===== config.mk =====
export PLATFORM = sky130hd
export DESIGN_NAME = wallace_mult_pipe
export DESIGN_NICKNAME = d
export VERILOG_FILES = /design/src/rtl/wallace_pkg.sv /design/src/rtl/wallace_mult_pipe_csa_row.sv /design/src/rtl/wallace_mult_pipe.sv
export SDC_FILE = /design/constraint.sdc
export NUM_CORES = 1
export LEC_CHECK = 0
export ABC_CLOCK_PERIOD_IN_PS = 2750
export BUFFER_PORTS_ARGS = -buffer_cell sky130_fd_sc_hd__buf_4
export CORE_ASPECT_RATIO = 0.8
export CORE_UTILIZATION = 50
export CTS_CLUSTER_SIZE = 10
export DETAILED_ROUTE_END_ITERATION = 10
export HOLD_SLACK_MARGIN = 0.02
export PLACE_DENSITY = 0.73
export SLEW_MARGIN = 10
export SYNTH_ARGS = -nofsm -noshare
export SYNTH_HDL_FRONTEND = slang
export SYNTH_SLANG_ARGS = --single-unit

===== constraint.sdc =====
create_clock -name clk -period 2.75 [get_ports clk]
set_input_delay 0.275 -clock clk [delete_from_list [all_inputs] [get_ports clk]]
set_output_delay 0.275 -clock clk [all_outputs]
set_load 0.01 [all_outputs]

===== src/rtl/wallace_pkg.sv =====
// Shared sizing helpers for the pipelined Wallace multiplier: row/layer counts,
// layer-to-stage mapping and the Baugh-Wooley correction constant.
package wallace_pkg;

  localparam int CORR_ROWS = 1;
  // Row count of the widest legal operand (32 partial products plus correction row).
  localparam int PP_ROWS = 32 + CORR_ROWS;

  function automatic int pp_rows(input int width);
    return width + CORR_ROWS;
  endfunction

  function automatic int rows_after(input int rows, input int layers);
    int n;
    n = rows;
    for (int k = 0; k < layers; k++) begin
      n = 2 * (n / 3) + (n % 3);
    end
    return n;
  endfunction

  function automatic int csa_layers(input int rows);
    int n;
    int l;
    n = rows;
    l = 0;
    for (int k = 0; k < 64; k++) begin
      if (n > 2) begin
        n = 2 * (n / 3) + (n % 3);
        l = l + 1;
      end
    end
    return l;
  endfunction

  // Even split of layers over stages; leftover layers land in the earliest stages.
  function automatic int first_layer(input int stage, input int stages, input int layers);
    int base;
    int rem;
    base = layers / stages;
    rem  = layers % stages;
    return stage * base + ((stage < rem) ? stage : rem);
  endfunction

  function automatic int stage_of_layer(input int layer, input int stages, input int width);
    int nl;
    int st;
    nl = csa_layers(pp_rows(width));
    st = 0;
    for (int s = 0; s < stages; s++) begin
      if (layer >= first_layer(s, stages, nl)) begin
        st = s;
      end
    end
    return st;
  endfunction

  // Folds the two negated sign-row/column terms into 2^W + 2^(2W-1).
  function automatic logic [63:0] bw_corr(input int width);
    return (64'd1 << width) | (64'd1 << (2 * width - 1));
  endfunction

endpackage


===== src/rtl/wallace_mult_pipe_csa_row.sv =====
// One row of 3:2 carry-save compressors; the carry vector comes out pre-shifted
// by one place and truncated to the row width.
module csa_row #(
  parameter int N = 16
) (
  input  logic [N-1:0] x,
  input  logic [N-1:0] y,
  input  logic [N-1:0] z,
  output logic [N-1:0] s,
  output logic [N-1:0] c
);

  assign s = x ^ y ^ z;
  assign c = {(x[N-2:0] & y[N-2:0]) | (x[N-2:0] & z[N-2:0]) | (y[N-2:0] & z[N-2:0]), 1'b0};

endmodule


===== src/rtl/wallace_mult_pipe.sv =====
// Pipelined WIDTH x WIDTH Wallace-tree multiplier with signed/unsigned mode and
// valid/ready flow control; CSA layers are spread over STAGES register stages.
module wallace_mult_pipe
  import wallace_pkg::*;
#(
  parameter int WIDTH     = 8,
  parameter int STAGES    = 3,
  parameter int SIGNED_EN = 1
) (
  input  logic               clk,
  input  logic               rst_n,
  input  logic               in_valid,
  output logic               in_ready,
  input  logic [WIDTH-1:0]   a,
  input  logic [WIDTH-1:0]   b,
  input  logic               is_signed,
  output logic               out_valid,
  input  logic               out_ready,
  output logic [2*WIDTH-1:0] prod
);

  localparam int P     = 2 * WIDTH;
  localparam int NROWS = pp_rows(WIDTH);
  localparam int NL    = csa_layers(NROWS);
  localparam logic [63:0] CORR64 = bw_corr(WIDTH);

  logic [STAGES-1:0]         v_r;
  logic [STAGES-1:0]         adv_s;
  logic [STAGES-1:0]         vin_s;
  logic                      sgn_s;
  logic [NROWS-1:0][P-1:0]   pp_s;
  logic [1:0][P-1:0]         fin_s;

  assign sgn_s     = (SIGNED_EN != 0) ? is_signed : 1'b0;
  assign in_ready  = adv_s[0];
  assign out_valid = v_r[STAGES-1];

  // Stage k may advance if it or any stage below it is empty, or the consumer takes prod.
  always_comb begin
    vin_s    = '0;
    adv_s    = '0;
    vin_s[0] = in_valid;
    for (int k = 1; k < STAGES; k++) begin
      vin_s[k] = v_r[k-1];
    end
    for (int k = 0; k < STAGES; k++) begin
      adv_s[k] = out_ready;
      for (int j = k; j < STAGES; j++) begin
        adv_s[k] = adv_s[k] | ~v_r[j];
      end
    end
  end

  // Partial products: sign row/column bits inverted in signed mode, plus correction row.
  always_comb begin
    pp_s = '0;
    for (int i = 0; i < WIDTH; i++) begin
      for (int j = 0; j < WIDTH; j++) begin
        pp_s[i][i + j] = (a[j] & b[i]) ^ (sgn_s & ((i == WIDTH - 1) ^ (j == WIDTH - 1)));
      end
    end
    pp_s[NROWS-1] = sgn_s ? CORR64[P-1:0] : '0;
  end

  for (genvar L = 0; L < NL; L++) begin : lay
    localparam int NI = rows_after(NROWS, L);
    localparam int NG = NI / 3;
    localparam int NO = 2 * NG + (NI % 3);
    localparam int ST = stage_of_layer(L, STAGES, WIDTH);
    logic [NI-1:0][P-1:0] li;
    logic [NO-1:0][P-1:0] lo;

    if (L == 0) begin : g_from_pp
      assign li = pp_s;
    end else if (L == first_layer(ST, STAGES, NL)) begin : g_from_reg
      assign li = stg[ST].q;
    end else begin : g_from_layer
      assign li = lay[L-1].lo;
    end

    for (genvar g = 0; g < NG; g++) begin : grp
      csa_row #(.N(P)) u_csa (
        .x (li[3*g]),
        .y (li[3*g+1]),
        .z (li[3*g+2]),
        .s (lo[2*g]),
        .c (lo[2*g+1])
      );
    end
    for (genvar r = 0; r < NI % 3; r++) begin : pass
      assign lo[2*NG + r] = li[3*NG + r];
    end
  end

  for (genvar s = 1; s < STAGES; s++) begin : stg
    localparam int FS = first_layer(s, STAGES, NL);
    localparam int NR = rows_after(NROWS, FS);
    logic [NR-1:0][P-1:0] d;
    logic [NR-1:0][P-1:0] q;

    if (first_layer(s - 1, STAGES, NL) == FS) begin : g_empty_prev
      assign d = stg[s-1].q;
    end else begin : g_layer_prev
      assign d = lay[FS-1].lo;
    end

    // Carry-save rows between stages; only loaded when real data moves in.
    always_ff @(posedge clk) begin
      if (adv_s[s-1] && vin_s[s-1]) begin
        q <= d;
      end
    end
  end

  if ((STAGES > 1) && (first_layer(STAGES - 1, STAGES, NL) == NL)) begin : g_fin_reg
    assign fin_s = stg[STAGES-1].q;
  end else begin : g_fin_layer
    assign fin_s = lay[NL-1].lo;
  end

  // Per-stage valid bits; reset drops every in-flight transaction.
  always_ff @(posedge clk or negedge rst_n) begin
    if (!rst_n) begin
      v_r <= '0;
    end else begin
      for (int k = 0; k < STAGES; k++) begin
        if (adv_s[k]) begin
          v_r[k] <= vin_s[k];
        end
      end
    end
  end

  // Final carry-propagate add into the output register.
  always_ff @(posedge clk or negedge rst_n) begin
    if (!rst_n) begin
      prod <= '0;
    end else if (adv_s[STAGES-1] && vin_s[STAGES-1]) begin
      prod <= fin_s[0] + fin_s[1];
    end
  end

endmodule


# Yosys cells after proc, flatten, opt, wreduce, memory -nomap -nowiden
# Cells that the tools add are included.
word_totals:
  elab_cells: 152
  inputBits: 21
  out_inout_bits: 18
  ff_bits: 127
classes:
  reduce_logical: 3
  mux: 1
  bitwise: 136
  n_addsub: 1
ops:
  columns: ["op", "n"]
  rows:
  - ["OR 15 bit", 14]
  - ["bitwise AND 15 bit", 13]
  - ["XOR 16 bit", 9]
  - ["bitwise AND 1 bit", 64]
  - ["bitwise AND 14 x 15 -> 15 bit", 2]
  - ["adder 16 bit", 1]
  - ["2-to-1 mux 16 bit", 1]
  - ["XOR 16 x 10 -> 16 bit", 1]
  - ["XOR 16 x 13 -> 16 bit", 1]
  - ["XOR 14 x 15 -> 15 bit", 1]
  - ["XOR 1 bit", 14]
  - ["bitwise AND 11 x 13 -> 13 bit", 1]
  - ["bitwise AND 12 x 13 -> 13 bit", 1]
  - ["bitwise AND 11 x 12 -> 12 bit", 1]
  - ["XOR 11 x 12 -> 12 bit", 1]
  - ["bitwise AND 8 x 10 -> 10 bit", 1]
  - ["bitwise AND 9 x 10 -> 10 bit", 1]
  - ["bitwise AND 8 x 9 -> 9 bit", 1]
  - ["XOR 8 x 9 -> 9 bit", 1]
  - ["OR 1 bit", 6]
  - ["logical AND 1 bit", 3]
  - ["inverter 1 bit", 3]

# Depth between registers and ports, before layout
depth:
  depth_word: 8
  depth_mapped: 8
  ltp_nobuf: 8

# Hierarchy
# From an unflattened synthesis, not the netlist that was laid out.
unflattened:
  cells_unflattened: 496
  area_unflattened_um2: 7726.2
by_module_without_submodules:
  columns: ["mod", "area_per_inst_um2", "cells_each", "instances", "seq_area_each_um2"]
  rows:
  - ["wallace_mult_pipe", 5378.9, 370, 1, 3838.7]
  - ["csa_row", 335.3, 18, 7, 0.0]

# Worst setup path before layout
# OpenSTA, ideal clock, no wires.
synth_path:
  path_type: "flip-flop to flip-flop"
  start: "reg stg[2].q (netlist bit lay[3].li[21])"
  end: "reg prod[13]"
  n_path_buf: 0
  period_less_slack_ns: 2.302
  slack_ns: 0.448
  setup_time_ns: 0.128
  required_ns: 2.622
  arrival_time_ns: 2.175
  path_stages_with_launch: 9
  cell_sequence: "edfxtp_1 -> ha_1 -> ha_1 -> fa_1 -> a21oi_1 -> o211ai_1 -> a221oi_1 -> xor2_1 -> o21ai_0"
synth_via:
  elab_chain_len: 4
  elab_cells_between_ends: 7
  cone_classes: "add/sub (1); bitwise (6)"
synth_rtl:
  columns: ["element", "line", "source"]
  rows:
  - ["start, declared", "wallace_mult_pipe.sv:99", "logic [NR-1:0][P-1:0] q;"]
  - ["start signal, assigned", "wallace_mult_pipe.sv:110", "q <= d;"]
  - ["bitwise AND 15 bit", "wallace_mult_pipe_csa_row.sv:14", "assign c = {(x[N-2:0] & y[N-2:0]) | (x[N-2:0] & z[N-2:0]) | (y[N-2:0] & z[N-2:0]), 1'b0};"]
  - ["OR 15 bit (2 in a row)", "wallace_mult_pipe_csa_row.sv:14", null]
  - ["adder 16 bit (*)", "wallace_mult_pipe.sv:139", "prod <= fin_s[0] + fin_s[1];"]
  - ["end signal, assigned", "wallace_mult_pipe.sv:139", null]
  - ["end, declared", "wallace_mult_pipe.sv:19", "output logic [2*WIDTH-1:0] prod"]
# Every way passes the cells marked *; elsewhere a longest branch is shown, timed or not.
# A chain may end at the register's enable or synchronous reset.

# Final worst setup path
# Ends and elaborated chain as after synthesis.

==> results.cfg <==
[global_route]
use_met1 = 0.246
overflow = 0
antenna_found_initial = 0
grt_max_degree = 36
grt_usage = 0.171
grtUsageMet2 = 0.260
grt_pass1_wl_um = 13300
grt_pass1_vias = 2709
grtUsageMet3 = 0.0227
grt-busiest-layer = met2

[finish]
multi_input_area_mm2 = 0.00212
nFillCells = 748
seq_area_mm2 = 0.00276
area_delta_synth_final_pct = 15.6
final_nets = 482
fin_area_mm2 = 0.00575
finish.utilization = 0.595
drive_above_1_share = 0.167
antenna_cells = 0

[synth]
synth.distinct_cells = 27
synthMuxAreaShare = 0.0159
synthSimpleGateAreaFrac = 0.0926
postSynthCellCount = 344
synth_xor_area_frac = 0.0440
synthAdderAreaFrac = 0.236
avgSynthCellArea_um2 = 14.5
synth_area_mm2 = 0.00497
yosysWarnings = 0
ys_seq_elements = 95
ys_seq_area_frac = 0.555
syn-num-nets = 436
synth_compound_area_frac = 0.0367
synth_top_family_by_area = adder cells

[timing]
finalSetupTns_ns = 0
fin_crit_sh = 0.907
setup_violations = 0
min_period_ns = 2.50
slew-limit-headroom = 0.484
fmax_ghz = 0.401
tightest_slew_ns = 0.771
fin_skew_ns = 0.00718
whs_ns = 0.143
rsz0062_at_grt = false
finalHoldViolCount = 0
slew_viol_final = 0

[outcome]
status = completed

[clock_tree]
cts_root_buf = clkbuf_16
numCtsBuffers = 9
cts_sinks = 95
postCtsSetupBuffers = 0
cts_tree = built
clk_latency_ns = 0.33
htree_levels = 3
clk_pin_slew_ns = 0.06
clockBufferDepth = 2

[placed_design]
dp_hpwl_um = 5910
post_dp_cell_area_mm2 = 0.00542
place.gp.congestion = 0.756
portBuffers = 38

[critical_path]
cp-start-kind = flip-flop
r2r_slack_ns = 0.25
arrival_ns = 2.68
cp-end-kind = flip-flop
crit_type = reg -> reg
required_ns = 2.93
reg2reg_depth = 8
path_max_fanout = 3

[floorplanning]
dieWidth_um = 113
start_util = 0.515
rows = 32
coreArea_mm2 = 0.00965
die_h_um = 91.2
num_io_pins = 39
die-area_mm2 = 0.0103

[power_and_ir_drop]
p_total_mw = 4.55
irDropWorstVdd_v = 0.000434
p_leak_nw = 2.37
power.density_mw_per_mm2 = 792

[routing]
drtPass1Iterations = 6
routed-via-count = 2605
drt_iter0_markers = 117
wl_per_cell_um = 14.7
drtAntennaViolNets = 0
drc = 0
wl_um = 7830
vias_per_cell = 4.91

[min_path]
min_path_type = in -> reg
hold_depth = 2

[job]
maxCapViolations = 0
cells in the mapped netlist:
cell       n  area (um^2)
and2_1    40          250
a21oi_1    6         30.0
nor2_1     1         3.75
edfxtp_1  76         2280
a41oi_1    1         8.76
o31ai_2    1         12.5
xor2_1     6         52.6
dfrtp_1   19          475
o211ai_1   1         7.51
mux2_2     7         78.8
a211oi_1   1         7.51
nand2b_1   4         25.0
ha_1      33          413
nand2_1   41          154
fa_1      38          761
buf_2      2         10.0
nor2b_1    2         12.5
o211a_1    2         20.0
a221oi_1   1         8.76
o21ai_1    1         5.00
inv_1     20         75.1
o21ai_0   12         60.1
xnor2_1   19          166
clkbuf_1   4         15.0
o21bai_1   2         15.0
nand3_1    3         15.0
o21a_1     1         7.51
sequential cells by signal (all words and copies together), names as in the netlist:
| register | count |
|---|---|
| v_r | 3 |
| prod | 16 |
| lay.li | 76 |
area by class of cell:
cell class / instances / share of cell area
Clock inverter: 6 / 0.0128
Inverter: 20 / 0.0131
Tap cell: 136 / 0.0296
Timing Repair Buffer: 41 / 0.0540
Clock buffer: 10 / 0.0416
Sequential cell: 95 / 0.480
Multi-Input combinational cell: 223 / 0.369
final timing paths:
path                                    startpoint                      to
max                        lay[3].li[21]$_DFFE_PP_    prod[13]$_DFFE_PN0P_
min                                       in_valid      v_r[0]$_DFFE_PN0N_
max reg2reg                lay[3].li[21]$_DFFE_PP_    prod[13]$_DFFE_PN0P_
min reg2reg                 lay[2].li[2]$_DFFE_PP_  lay[3].li[2]$_DFFE_PP_
max in group asynchronous                    rst_n    prod[10]$_DFFE_PN0P_
min in group asynchronous                    rst_n    prod[13]$_DFFE_PN0P_
per-stage QoR:
stage,setup slack [ns],cells
3_3_place_gp,0.314,514
3_5_place_dp,0.208,514
2_1_floorplan,0.448,344
5_1_grt,0.0831,531
6_report,0.255,531
4_1_cts,0.179,531
layer usage:
layer,vias up,routed length [um]
li1,1269,-
met1,1269,3930
met2,60,3580
met3,7,214
met4,0,105
met5,-,0
logic make-up after synthesis:
kind of cell,after synthesis
flip-flops,95
buffers and inverters,26
XOR/XNOR,25
adder cells (fa/ha/maj),71
AO/OA/AOI/OAI,29
AND/OR/NAND/NOR,91
multiplexers,7
what timing repair did:
| item | CTS | global route |
|---|---|---|
| hold endpoints to repair | 19 | 0 |
| resized for setup | 0 | 1 |
| setup endpoints to repair | 0 | 1 |
| hold buffers | 1 | 0 |
critical path, cell delays in order (launching register included):
cell and delay (ns):
edfxtp_1 0.37, ha_1 0.30, ha_1 0.24, fa_1 0.48, a21oi_2 0.21, o211ai_1 0.14, a221oi_1 0.35, xor2_1 0.17
o21ai_0 0.08
placed cells by master (no fill, tap or decap), types with 2 or more instances in the layout:
master,netlist,final
edfxtp_1,76,76
nand2_1,41,41
buf_4,0,40
and2_1,40,39
fa_1,38,38
ha_1,33,33
inv_1,20,20
xnor2_1,19,19
dfrtp_1,19,19
o21ai_0,12,12
clkbuf_16,0,9
mux2_2,7,7
xor2_1,6,6
a21oi_1,6,5
nand2b_1,4,4
nand3_1,3,3
nor2b_1,2,2
o211a_1,2,2
o21bai_1,2,2
inv_6,0,2
clkinvlp_4,0,2
where the power goes:
| part | total (mW) | internal, mW | switching (mW) |
|---|---|---|---|
| clock network | 1.27 | 0.742 | 0.526 |
| registers | 2.00 | 1.89 | 0.117 |
| logic | 1.28 | 0.607 | 0.673 |
| total | 4.55 | 3.23 | 1.32 |
Power figures use the tool's default switching activity.
